### src/rtl/dm_store_buffer_pkg.sv
// Shared types and defaults for the data-memory posted-write store buffer.
package dm_sb_pkg;

    localparam int ADDR_W     = 32;
    localparam int DATA_W     = 32;
    localparam int SB_DEPTH   = 4;
    localparam int SB_IDX_MSB = 11;
    localparam int SB_IDX_LSB = 2;

    typedef struct packed {
        logic [ADDR_W-1:0] addr;
        logic [DATA_W-1:0] data;
        logic [ADDR_W-1:0] pc;
    } sb_entry_t;

    // Word-index equality; byte-offset bits are ignored by the callers' slicing.
    function automatic logic idx_equal(input logic [ADDR_W-1:0] a, input logic [ADDR_W-1:0] b);
        return (a == b);
    endfunction

endpackage

### src/rtl/dm_store_buffer_fwd_match.sv
// Store-to-load forwarding search: youngest valid entry whose word index matches the load.
module sb_fwd_match
    import dm_sb_pkg::*;
#(
    parameter int DEPTH   = SB_DEPTH,
    parameter int IDX_MSB = SB_IDX_MSB,
    parameter int IDX_LSB = SB_IDX_LSB,
    localparam int PTR_W  = $clog2(DEPTH)
) (
    input  sb_entry_t [DEPTH-1:0] entries,
    input  logic [DEPTH-1:0]      valid,
    input  logic [PTR_W-1:0]      head,
    input  logic [IDX_MSB:IDX_LSB] ld_idx,
    output logic                  hit,
    output logic [DATA_W-1:0]     hit_data
);

    logic [PTR_W-1:0]  slot_s;
    logic [ADDR_W-1:0] entry_idx_s;
    logic [ADDR_W-1:0] load_idx_s;

    // Walk from the youngest position (head+DEPTH-1) back to head; the first valid match wins.
    always_comb begin
        hit         = 1'b0;
        hit_data    = '0;
        slot_s      = '0;
        entry_idx_s = '0;
        load_idx_s  = '0;
        for (int k = DEPTH - 1; k >= 0; k--) begin
            slot_s      = head + PTR_W'(k);
            entry_idx_s = '0;
            load_idx_s  = '0;
            entry_idx_s[IDX_MSB-IDX_LSB:0] = entries[slot_s].addr[IDX_MSB:IDX_LSB];
            load_idx_s[IDX_MSB-IDX_LSB:0]  = ld_idx;
            if (!hit && valid[slot_s] && idx_equal(entry_idx_s, load_idx_s)) begin
                hit      = 1'b1;
                hit_data = entries[slot_s].data;
            end else begin
                hit      = hit;
                hit_data = hit_data;
            end
        end
    end

endmodule

### src/rtl/dm_store_buffer.sv
// Posted-write store buffer: FIFO of stores drained to data memory when loads leave the port idle.
module dm_store_buffer
    import dm_sb_pkg::*;
#(
    parameter int DEPTH   = SB_DEPTH,
    parameter int IDX_MSB = SB_IDX_MSB,
    parameter int IDX_LSB = SB_IDX_LSB
) (
    input  logic        clk,
    input  logic        reset,
    input  logic        st_valid,
    output logic        st_ready,
    input  logic [31:0] st_addr,
    input  logic [31:0] st_data,
    input  logic [31:0] st_pc,
    input  logic        ld_valid,
    input  logic [31:0] ld_addr,
    output logic [31:0] ld_data,
    output logic        ld_fwd,
    output logic [31:0] dm_addr,
    output logic [31:0] dm_wdata,
    output logic [31:0] dm_pc,
    output logic        dm_we,
    input  logic [31:0] dm_rdata,
    output logic        empty
);

    localparam int PTR_W = $clog2(DEPTH);
    localparam int CNT_W = $clog2(DEPTH + 1);

    sb_entry_t [DEPTH-1:0] entries_r;
    logic [PTR_W-1:0]      head_r;
    logic [PTR_W-1:0]      tail_r;
    logic [CNT_W-1:0]      count_r;

    logic                  full_s;
    logic                  empty_s;
    logic                  push_s;
    logic                  drain_s;
    logic                  hit_s;
    logic [DATA_W-1:0]     hit_data_s;
    logic [DEPTH-1:0]      valid_s;
    logic [PTR_W-1:0]      offset_s;
    sb_entry_t             head_entry_s;
    sb_entry_t             new_entry_s;

    assign full_s       = (count_r == CNT_W'(DEPTH));
    assign empty_s      = (count_r == CNT_W'(0));
    assign push_s       = st_valid && st_ready;
    assign drain_s      = dm_we;
    assign head_entry_s = entries_r[head_r];
    assign new_entry_s  = '{addr: st_addr, data: st_data, pc: st_pc};

    // Port muxing is combinational: loads complete in the cycle they are issued.
    assign st_ready = !full_s && reset;
    assign dm_we    = !empty_s && !ld_valid && reset;
    assign dm_addr  = ld_valid ? ld_addr : head_entry_s.addr;
    assign dm_wdata = head_entry_s.data;
    assign dm_pc    = head_entry_s.pc;
    assign ld_fwd   = hit_s && reset;
    assign ld_data  = (hit_s && reset) ? hit_data_s : dm_rdata;
    assign empty    = empty_s || !reset;

    // A slot is live when its distance from head is below the occupancy count.
    always_comb begin
        valid_s  = '0;
        offset_s = '0;
        for (int i = 0; i < DEPTH; i++) begin
            offset_s   = PTR_W'(i) - head_r;
            valid_s[i] = (CNT_W'(offset_s) < count_r);
        end
    end

    sb_fwd_match #(
        .DEPTH   (DEPTH),
        .IDX_MSB (IDX_MSB),
        .IDX_LSB (IDX_LSB)
    ) u_fwd_match (
        .entries  (entries_r),
        .valid    (valid_s),
        .head     (head_r),
        .ld_idx   (ld_addr[IDX_MSB:IDX_LSB]),
        .hit      (hit_s),
        .hit_data (hit_data_s)
    );

    // FIFO storage, pointers and occupancy; reset discards everything still pending.
    always_ff @(posedge clk) begin
        if (!reset) begin
            head_r    <= '0;
            tail_r    <= '0;
            count_r   <= '0;
            entries_r <= '0;
        end else begin
            if (push_s) begin
                entries_r[tail_r] <= new_entry_s;
                tail_r            <= tail_r + PTR_W'(1);
            end
            if (drain_s) begin
                head_r <= head_r + PTR_W'(1);
            end
            case ({push_s, drain_s})
                2'b10:   count_r <= count_r + CNT_W'(1);
                2'b01:   count_r <= count_r - CNT_W'(1);
                default: count_r <= count_r;
            endcase
        end
    end

endmodule

### config.mk
export PLATFORM = sky130hd
export DESIGN_NAME = dm_store_buffer
export DESIGN_NICKNAME = d
export VERILOG_FILES = /design/src/rtl/dm_store_buffer_pkg.sv /design/src/rtl/dm_store_buffer_fwd_match.sv /design/src/rtl/dm_store_buffer.sv
export SDC_FILE = /design/constraint.sdc
export NUM_CORES = 1
export LEC_CHECK = 0
export ABC_AREA = 1
export CORE_MARGIN = 8
export CORE_UTILIZATION = 41
export DETAILED_ROUTE_END_ITERATION = 6
export PLACE_DENSITY = 0.68
export SLEW_MARGIN = 10
export SYNTH_ARGS = -nofsm -noshare
export SYNTH_HDL_FRONTEND = slang
export SYNTH_HIERARCHICAL = 1
export SYNTH_SLANG_ARGS = --single-unit
### constraint.sdc
create_clock -name clk -period 9.6 [get_ports clk]
set_input_delay 0.96 -clock clk [delete_from_list [all_inputs] [get_ports clk]]
set_output_delay 0.96 -clock clk [all_outputs]
set_load 0.05 [all_outputs]
==> Word-level counts from Yosys, hierarchy flattened <==
Index checks and enable logic that the tools add are counted.
{ "totals": {"regBits": 391, "elab_cells": 95} }
{ "classes": {"addsub": 10, "n_lt_le_gt_ge": 10, "eq_ne": 7, "muxes": 30, "n_reduce_logical": 23} }
{ "ops": {"columns": ["cell", "count"], "rows": [
  ["$bmux 96 s2", 4],
  ["$bwmux 384", 1],
  ["$mux 76", 3],
  ["$demux 96 s2", 1],
  ["$mux 32", 6],
  ["$mux 96", 2],
  ["$eq 10x10->1", 4],
  ["$lt 2x3->1 const B", 5],
  ["$logic_and 1x1->1", 13],
  ["$lt 2x3->1", 4],
  ["$bmux 1 s2", 4],
  ["$mux 1", 8],
  ["$logic_not 1->1", 7],
  ["$pmux 3 s2", 1],
  ["$add 2x1->2 const B", 2],
  ["$add 2x2->2 const B", 2],
  ["$sub 1x2->2 const A", 2],
  ["$sub 2x2->2 const A", 2],
  ["$add 3x1->3 const B", 1],
  ["$eq 3x3->1 const B", 1],
  ["$logic_not 3->1", 1],
  ["$sub 3x1->3 const B", 1],
  ["$eq 2x1->1 const B", 1],
  ["$eq 2x2->1 const B", 1],
  ["3 further kinds", 3]
]} }

==> Depth between registers and ports, before layout <==
Gate-level depths: netlist (run 1).
{ "depth": {"depth_word": 20, "mapped_depth": 27} }

==> Hierarchy <==
Netlist (run 1), hierarchy kept.
{ "by_module_without_submodules": {"columns": ["mod", "instances", "cells_each", "area_per_inst_um2"], "rows": [
  ["dm_store_buffer", 1, 3097, 18915.6],
  ["sb_fwd_match", 1, 1274, 6040.8]
]} }

==> Worst setup path after synthesis (run 1) <==
Ideal clock, no wire load.
{ "synth_path": {"path_kind": "flip-flop to output port", "startpoint": "register head_r[1]", "endpoint": "output port ld_data[0]", "arrival_time_ps": 3435, "required_time_ps": 8640, "path_slack_ps": 5205, "path_stages_with_launch": 27, "n_path_buf": 4, "path_cell_list": "dfxtp_1 clkbuf_2 inv_1 nand2_1 buf_2 buf_4 nand2_1 inv_1 ha_1 a21oi_1 or2_2 nand2_1 and2_1 o21ai_1 nand2_1 inv_1 nand2_1 nor2_2 nand3_2 nand2_2 nor2_4 o21ai_0 nand2_1 inv_1 buf_2 nand2_1 nand2_1"} }
{ "synth_via": {"elab_chain_len": 20, "elab_cells_between_ends": 51, "classes_between": "add/sub (7); order compare (4); eq/ne (4); mux (25); reduce/logical (11)"} }
{ "synth_rtl": {"columns": ["element", "line_no", "rtl"], "rows": [
  ["start: declaration", "dm_store_buffer.sv:32", "logic [PTR_W-1:0] head_r;"],
  ["start signal: assignment", "dm_store_buffer.sv:100", "head_r <= head_r + PTR_W'(1);"],
  ["$sub 2x2->2 (*)", "dm_store_buffer.sv:69", "offset_s = PTR_W'(i) - head_r;"],
  ["$lt 2x3->1 (*)", "dm_store_buffer.sv:70", "valid_s[i] = (CNT_W'(offset_s) < count_r);"],
  ["named net valid_s[2]", "dm_store_buffer.sv:42", "logic [DEPTH-1:0] valid_s;"],
  ["$bmux 1 s2", "dm_store_buffer_fwd_match.sv:35", "if (!hit && valid[slot_s] && idx_equal(entry_idx_s, load_idx_s)) begin"],
  ["$mux 1 (implied by the code)", "dm_store_buffer_fwd_match.sv:35", null],
  ["$logic_and 1x1->1", "dm_store_buffer_fwd_match.sv:35", null],
  ["$mux 1", "dm_store_buffer_fwd_match.sv:35", null],
  ["$logic_not 1->1", "dm_store_buffer_fwd_match.sv:35", null],
  ["[... 6 more ...]", null, null],
  ["$mux 1", "dm_store_buffer_fwd_match.sv:35", null],
  ["$logic_not 1->1", "dm_store_buffer_fwd_match.sv:35", null],
  ["$logic_and 1x1->1 (2 in a row)", "dm_store_buffer_fwd_match.sv:35", null],
  ["$mux 1 (*)", "dm_store_buffer_fwd_match.sv:35", null],
  ["named net hit_s", "dm_store_buffer.sv:40", "logic hit_s;"],
  ["$logic_and 1x1->1 (*)", null, null],
  ["named net ld_fwd", "dm_store_buffer.sv:19", "output logic ld_fwd,"],
  ["$mux 32 (*)", "dm_store_buffer.sv:61", "assign ld_data = (hit_s && reset) ? hit_data_s : dm_rdata;"],
  ["end: declaration", "dm_store_buffer.sv:18", "output logic [31:0] ld_data,"]
]} }
Mark *: on every way through the listed nets, which the timed path passes. The rest lies on a longest branch. The select of a mux whose other input is x is not followed.

==> Final worst setup path (run 1) <==
{ "layout_path": {"startpoint": "register head_r[0]", "endpoint": "output port ld_data[5]"} }
{ "layout_via": {"elab_chain_len": 20, "elab_cells_between_ends": 51, "classes_between": "add/sub (7); order compare (4); eq/ne (4); mux (25); reduce/logical (11)"} }
{ "layout_rtl": {"columns": ["element", "line_no"], "rows": [
  ["$sub 1x2->2 (tied with other cells)", "dm_store_buffer.sv:69"],
  ["$lt 2x3->1 or $bmux 96 s2 (tied branches)", "dm_store_buffer.sv:70, dm_store_buffer_fwd_match.sv:33"],
  ["$bmux 1 s2 or $mux 76 (tied branches)", "dm_store_buffer_fwd_match.sv:35, dm_store_buffer_fwd_match.sv:33"],
  ["$mux 1 (implied by the code) or $eq 10x10->1 (tied branches)", "dm_store_buffer_fwd_match.sv:35, dm_store_buffer_pkg.sv:18"],
  ["$logic_and 1x1->1", "dm_store_buffer_fwd_match.sv:35"],
  ["$mux 1", "dm_store_buffer_fwd_match.sv:35"],
  ["$logic_not 1->1", "dm_store_buffer_fwd_match.sv:35"],
  ["$logic_and 1x1->1 (2 in a row)", "dm_store_buffer_fwd_match.sv:35"],
  ["[... 2 more ...]", null],
  ["$logic_and 1x1->1 (2 in a row)", "dm_store_buffer_fwd_match.sv:35"],
  ["$mux 1", "dm_store_buffer_fwd_match.sv:35"],
  ["$logic_not 1->1", "dm_store_buffer_fwd_match.sv:35"],
  ["$logic_and 1x1->1 (2 in a row)", "dm_store_buffer_fwd_match.sv:35"],
  ["$mux 1 (*)", "dm_store_buffer_fwd_match.sv:35"],
  ["named net hit_s", "dm_store_buffer.sv:40"],
  ["$logic_and 1x1->1 (*)", "dm_store_buffer.sv:61"],
  ["$mux 32 (*)", "dm_store_buffer.sv:61"]
]} }
Marks and branches as above.

==> results of run 1 <==
kinds of logic after synthesis:
logic type      count (synthesis)  synth area share, %
compound gates                382                8.944
mux                            64                2.567
flops                         391                31.36
xor+xnor                        8               0.2808
fa+ha+maj                      10               0.5314
buf+inv                       791                13.30
simple gates                 2725                43.02
area by class of cell:
type	count	area, um^2
diodes	3	7.507
clock buffers	68	1375
clock inverters	13	209.0
fillers	6275	30880
inverters	510	1918
multi-input cells	3189	13860
flip-flops and latches	391	7835
well taps	782	978.4
repair buffers	325	3183
where the power goes:
part / internal [uW] / total, uW / switching (uW)
Clock: 1120 / 1850 / 727
Combinational: 359 / 1100 / 745
Sequential: 1690 / 1750 / 60.1
stage by stage:
stage | total power (uW) | setup slack (ns)
after detailed placement | 2879 | 2.095
after CTS | 4739 | 1.450
after global routing | 4927 | 0.7276
final | 4702 | 1.528
after global placement | 2871 | 2.235
after floorplan | 2532 | 5.205
per-layer routing:
metal  vias up  GRT usage (%)
met5         -              0
met4         6          5.952
met3       110          3.957
met2       704          36.70
met1     11370          29.53
li1      13490              -
flip-flops by register name, summed over array words and instances (netlist names):
signal	cells
entries_r	384
head_r	2
tail_r	2
count_r	3
synth_stat cells:
cell type,instances
o21ai_2,1
nor2_4,4
nand2_1,1631
clkbuf_2,2
o22ai_1,9
a22oi_1,45
a21oi_1,31
nand2_4,2
nor3_1,1
inv_1,501
or2_1,1
inv_2,7
o221ai_1,19
dfxtp_1,391
o211ai_1,47
nand3_1,246
nand3_2,2
clkbuf_1,97
o21ai_1,9
o2111ai_1,1
nand2_2,4
nand4_1,25
fa_1,1
mux2i_1,64
buf_6,9
or2_2,4
clkinv_1,1
nand4_2,4
nor2_2,6
ha_1,9
and2_1,2
buf_1,16
inv_4,1
buf_4,32
buf_2,125
o21ai_0,220
xor2_1,8
nor2_1,793
worst max-delay path, delay by kind of cell, from the launching register on:
family / cells / cell delay [ns]
AO/OA/AOI/OAI: 1 / 0.11
buffers and inverters: 4 / 2.67
flip-flops: 1 / 0.88
AND/OR/NAND/NOR: 13 / 2.82
final timing paths:
path             startpoint              to  slack (ns)
max               head_r[0]      ld_data[5]        1.53
min          entries_r[311]  entries_r[311]        0.51
max reg2reg      count_r[0]  entries_r[382]        7.02
min reg2reg  entries_r[311]  entries_r[311]        0.51
==> results.yml, run 1 <==
status:
  status: "finished clean"
sta:
  tightestPinTransition_ns: 1.102
  skew_ns: 0.01846
  finalMaxSlewViolations: 0
  timing.slew.headroom_pct: 26.57
  finalHoldViolCount: 0
  tns_ns: 0
  rsz0062_at_grt: "false"
  fmax_mhz: 123.9
  setup_viol: 0
  final_min_period_over_clock_period_pct: 84.08
  period_needed_ns: 8.072
  whs_ns: 0.5079
synth:
  yosysWarnings: 6
  synth_cell_types: 38
  syn-instance-count: 4371
  syn_area_mm2: 0.02496
  syn_area_per_cell_um2: 5.710
  synth_top_area_share_pct: 31.36
  syn_nets: 4545
  synth_seq_cells: 391
  synth.area.top_cells: "dfxtp_1, nand2_1, nor2_1"
  ys_seq_area_share_pct: 31.36
  synth_top_area_cell: "dfxtp_1"
clocking:
  path_clk_slew_ns: 0.06
  cts_tree: "yes"
  clockBufferDepth: 3
  cts_buffers: 46
  ctsResizeCount: 0
  cts-root-buf: "clkbuf_16"
  h-tree-depth: 2
  cts.sinks: 391
  cts_setup_buffers: 0
  clock_latency_ns: 0.59
  postCtsHoldBufs: 0
worst_hold_path:
  min_path_type: "reg2reg"
  min_path_cells: 4
place:
  gp_congestion: 0.8559
  dpl_cell_area_mm2: 0.02778
  dp_cells: 5197
  io_buffers: 295
  dp_hpwl_mm: 50.12
detailed_routing:
  wl_per_cell_um: 15.07
  routed-wl-met3_mm: 5.131
  avgViaCountPerCell: 4.863
  wl_mm: 79.58
  drtIter0Drc: 2047
  routedLengthMet1_mm: 36.88
  highest_layer: "met5"
  antenna_left: 0
  wl_met2_mm: 35.84
  via_count: 25680
  drtPass1Iterations: 6
  drc: 0
critical_path:
  crit_required_ns: 8.64
  slowest_stage: "inv_1"
  max_stage_delay_ns: 1.00
  path_class: "reg2out"
  cp-start-kind: "flip-flop"
  ff2ff_path_depth: 8
  worstPathCellList: "inv_2 -> nand2_1 -> nand2_2 -> nand3_1 -> nand3_1 -> nand2_1 -> nand2_1 -> nor2_4 -> nand3_2 -> buf_4 -> nand2_2 -> nor2_4 -> o21ai_0 -> nand2_1 -> inv_1 -> nand2_1 -> nand2_1 -> clkdlybuf4s50_1"
  cpMostUsedCell: "nand2_1"
  endpoint_kind: "output pin"
  worstPathMaxFanout: 82
  cp.arrival_ns: 7.11
global_route:
  grt_pass1_vias: 23510
  grt_max_degree: 129
  grt_usage_pct: 22.19
  grt_pass1_wl_mm: 128.0
  grt_antenna_before_repair: 6
  grt-ovfl-total: 0
pwr:
  powerDensity_mw_per_mm2: 160.1
  irDropWorstVdd_mv: 0.1163
  cellLeakagePower_uw: 0.01443
floorplanning:
  core_area_mm2: 0.06025
  fp-row-count: 90
  dieWidth_um: 262.7
  io-pin-count: 296
  die_h_um: 262.7
  die_area_mm2: 0.06902
  initial_utilization_pct: 41.42
layout:
  finalInstanceArea_mm2: 0.02937
  final_cell_mix: "nand2_1, nor2_1, inv_1"
  layout-drive-gt1-share_pct: 3.181
  syn2layout_area_growth_pct: 17.68
  final_common_cell: "nand2_1"
  finalNonFillerCells: 5281
  fin_util_pct: 48.75
  layout.nets: 4637
flow_run:
  maxCapViolCount: 0
Note: power is estimated with default switching activity, not from simulation.
==> run 2: changes to the inputs <==
Settings changed: PLACE_DENSITY 0.68 to 0.7.
Clock period 9.6 ns to 6.55 ns, I/O delays scaled along.
==> run 2 against run 1 <==
Largest power group unchanged; critical path type unchanged; sequential share of layout area fell by 0.40 points; highest routed layer unchanged; critical path depth rose by 4; first-iteration DRC count fell by 0.20%; via count rose by 0.89%; combinational power rose by 52%; register-to-register slack got worse by 3.0 ns.
==> results.yml, run 2 (synthesized netlist as in run 1, its figures left out) <==
sta:
  fmax_mhz: 171.3
  tns_ns: 0
  finalMaxSlewViolations: 0
  finalWorstSetupSlack_ns: 0.7119
  period_needed_ns: 5.838
  tightestPinTransition_ns: 1.069
  finalHoldViolCount: 0
  skew_ns: 0.01752
  rsz0062_at_grt: "false"
  whs_ns: 0.5075
  final_min_period_over_clock_period_pct: 89.13
  timing.slew.headroom_pct: 28.64
  setup_viol: 0
detailed_routing:
  wl_mm: 80.27
  wl_per_cell_um: 15.17
  via_count: 25910
  antenna_left: 0
  drc: 0
  drtPass1Iterations: 6
  drtIter0Drc: 2043
  avgViaCountPerCell: 4.898
layout:
  final_common_cell: "nand2_1"
  layout.nets: 4640
  reg.largest.list: "entries_r (384), count_r (3)"
  largest_register: "entries_r"
  largest_reg_flops: 384
  layout-drive-gt1-share_pct: 3.932
  final_cell_mix: "nand2_1, nor2_1, inv_1"
  syn2layout_area_growth_pct: 19.46
place:
  gp_congestion: 0.9326
  place_ws_ns: 1.322
  dp_hpwl_mm: 50.95
  io_buffers: 295
global_route:
  grt-ovfl-total: 0
  grt_max_degree: 193
  grt_usage_pct: 22.30
  grt_pass1_wl_mm: 128.1
  grt_antenna_before_repair: 9
  grt_pass1_vias: 23040
critical_path:
  endpoint_kind: "output pin"
  path_class: "reg2out"
  worstPathMaxFanout: 95
  cp-start-kind: "flip-flop"
  cp.arrival_ns: 5.18
  crit_required_ns: 5.89
flow_run:
  maxCapViolCount: 0
clocking:
  path_clk_slew_ns: 0.06
  cts_setup_buffers: 0
  cts_buffers: 47
  cts.sinks: 391
  ctsResizeCount: 0
  clock_latency_ns: 0.59
  clockBufferDepth: 3
  cts_tree: "yes"
  cts-root-buf: "clkbuf_16"
  postCtsHoldBufs: 0
  h-tree-depth: 2
pwr:
  powerDensity_mw_per_mm2: 234.5
  cellLeakagePower_uw: 0.01465
  irDropWorstVdd_mv: 0.2007
floorplanning:
  initial_utilization_pct: 41.42
  die_area_mm2: 0.06902
  io-pin-count: 296
  fp-row-count: 90
  die_h_um: 262.7
  dieWidth_um: 262.7
  core_area_mm2: 0.06025
worst_hold_path:
  min_path_type: "reg2reg"
status:
  status: "finished clean"
## run 2: cell count changes in the layout (fill, tap and decap cells not counted), sizes merged
cell           change
buf               +35
clkdlybuf4s50     -33
clkbuf             +3
diode              +3
clkinvlp           +1
## run 2: path summary, 6_finish.rpt
kind / startpoint / end / slack (ns) / cells past startpoint
hold reg to reg: entries_r[377] / entries_r[377] / 0.51 / 4
setup / recovery: head_r[1] / ld_data[29] / 0.71 / 22
setup reg to reg: count_r[0] / entries_r[106] / 4.02 / 7
hold / removal: entries_r[377] / entries_r[377] / 0.51 / 4
## run 2: per-layer routing
| metal | share of wire [%] | global-route usage [%] |
|---|---|---|
| met4 | 2.5 | 7.410 |
| met5 | 0.049 | 0 |
| met1 | 46 | 30.18 |
| met2 | 44 | 35.71 |
| met3 | 7.2 | 3.798 |
## run 2: where the power goes
part / total [uW] / leakage (uW) / switching [uW] / internal [uW]
sequential: 2560 / 0.00317 / 91.3 / 2470
combinational: 1670 / 0.0107 / 1120 / 552
clock: 2760 / 0.000791 / 1100 / 1660
## run 2: worst max-delay path, cell delays in order (launching register included)
cell and delay, ns:
dfxtp_4 1.00, inv_1 0.19, nand2_2 0.11, nand2_1 0.11, inv_1 0.07, ha_1 0.22
a21oi_1 0.13, or2_2 0.12, nand2_1 0.05, and2_1 0.20, o21ai_0 0.13, o21ai_1 0.09
nor2_1 0.09, nand2_1 0.09, nor2_4 0.14, buf_4 0.36, nand3_2 0.65, nand3_1 0.26
nand3_1 0.09, nand2_1 0.11, nand2_1 0.07, nand2_1 0.15, buf_12 0.14
## run 2: final cells by class
type	count	area [um^2]
Clock inverter	14	247.7
Multi-Input combinational cell	3189	13860
Antenna cell	6	15.01
Inverter	510	1918
Sequential cell	391	7835
Fill cell	6138	30430
Tap cell	782	978.4
Clock buffer	71	1378
Timing Repair Buffer	327	3578
## run 2: stage by stage
step	instance area (um^2)	total power [uW]	util, %	cells
6_report	29810	6991	49.49	5290
3_5_place_dp	28170	4264	46.76	5199
2_1_floorplan	24960	3711	-	4371
4_1_cts	29800	7039	49.46	5284
3_3_place_gp	28170	4250	46.76	5199
5_1_grt	29810	7327	49.48	5288
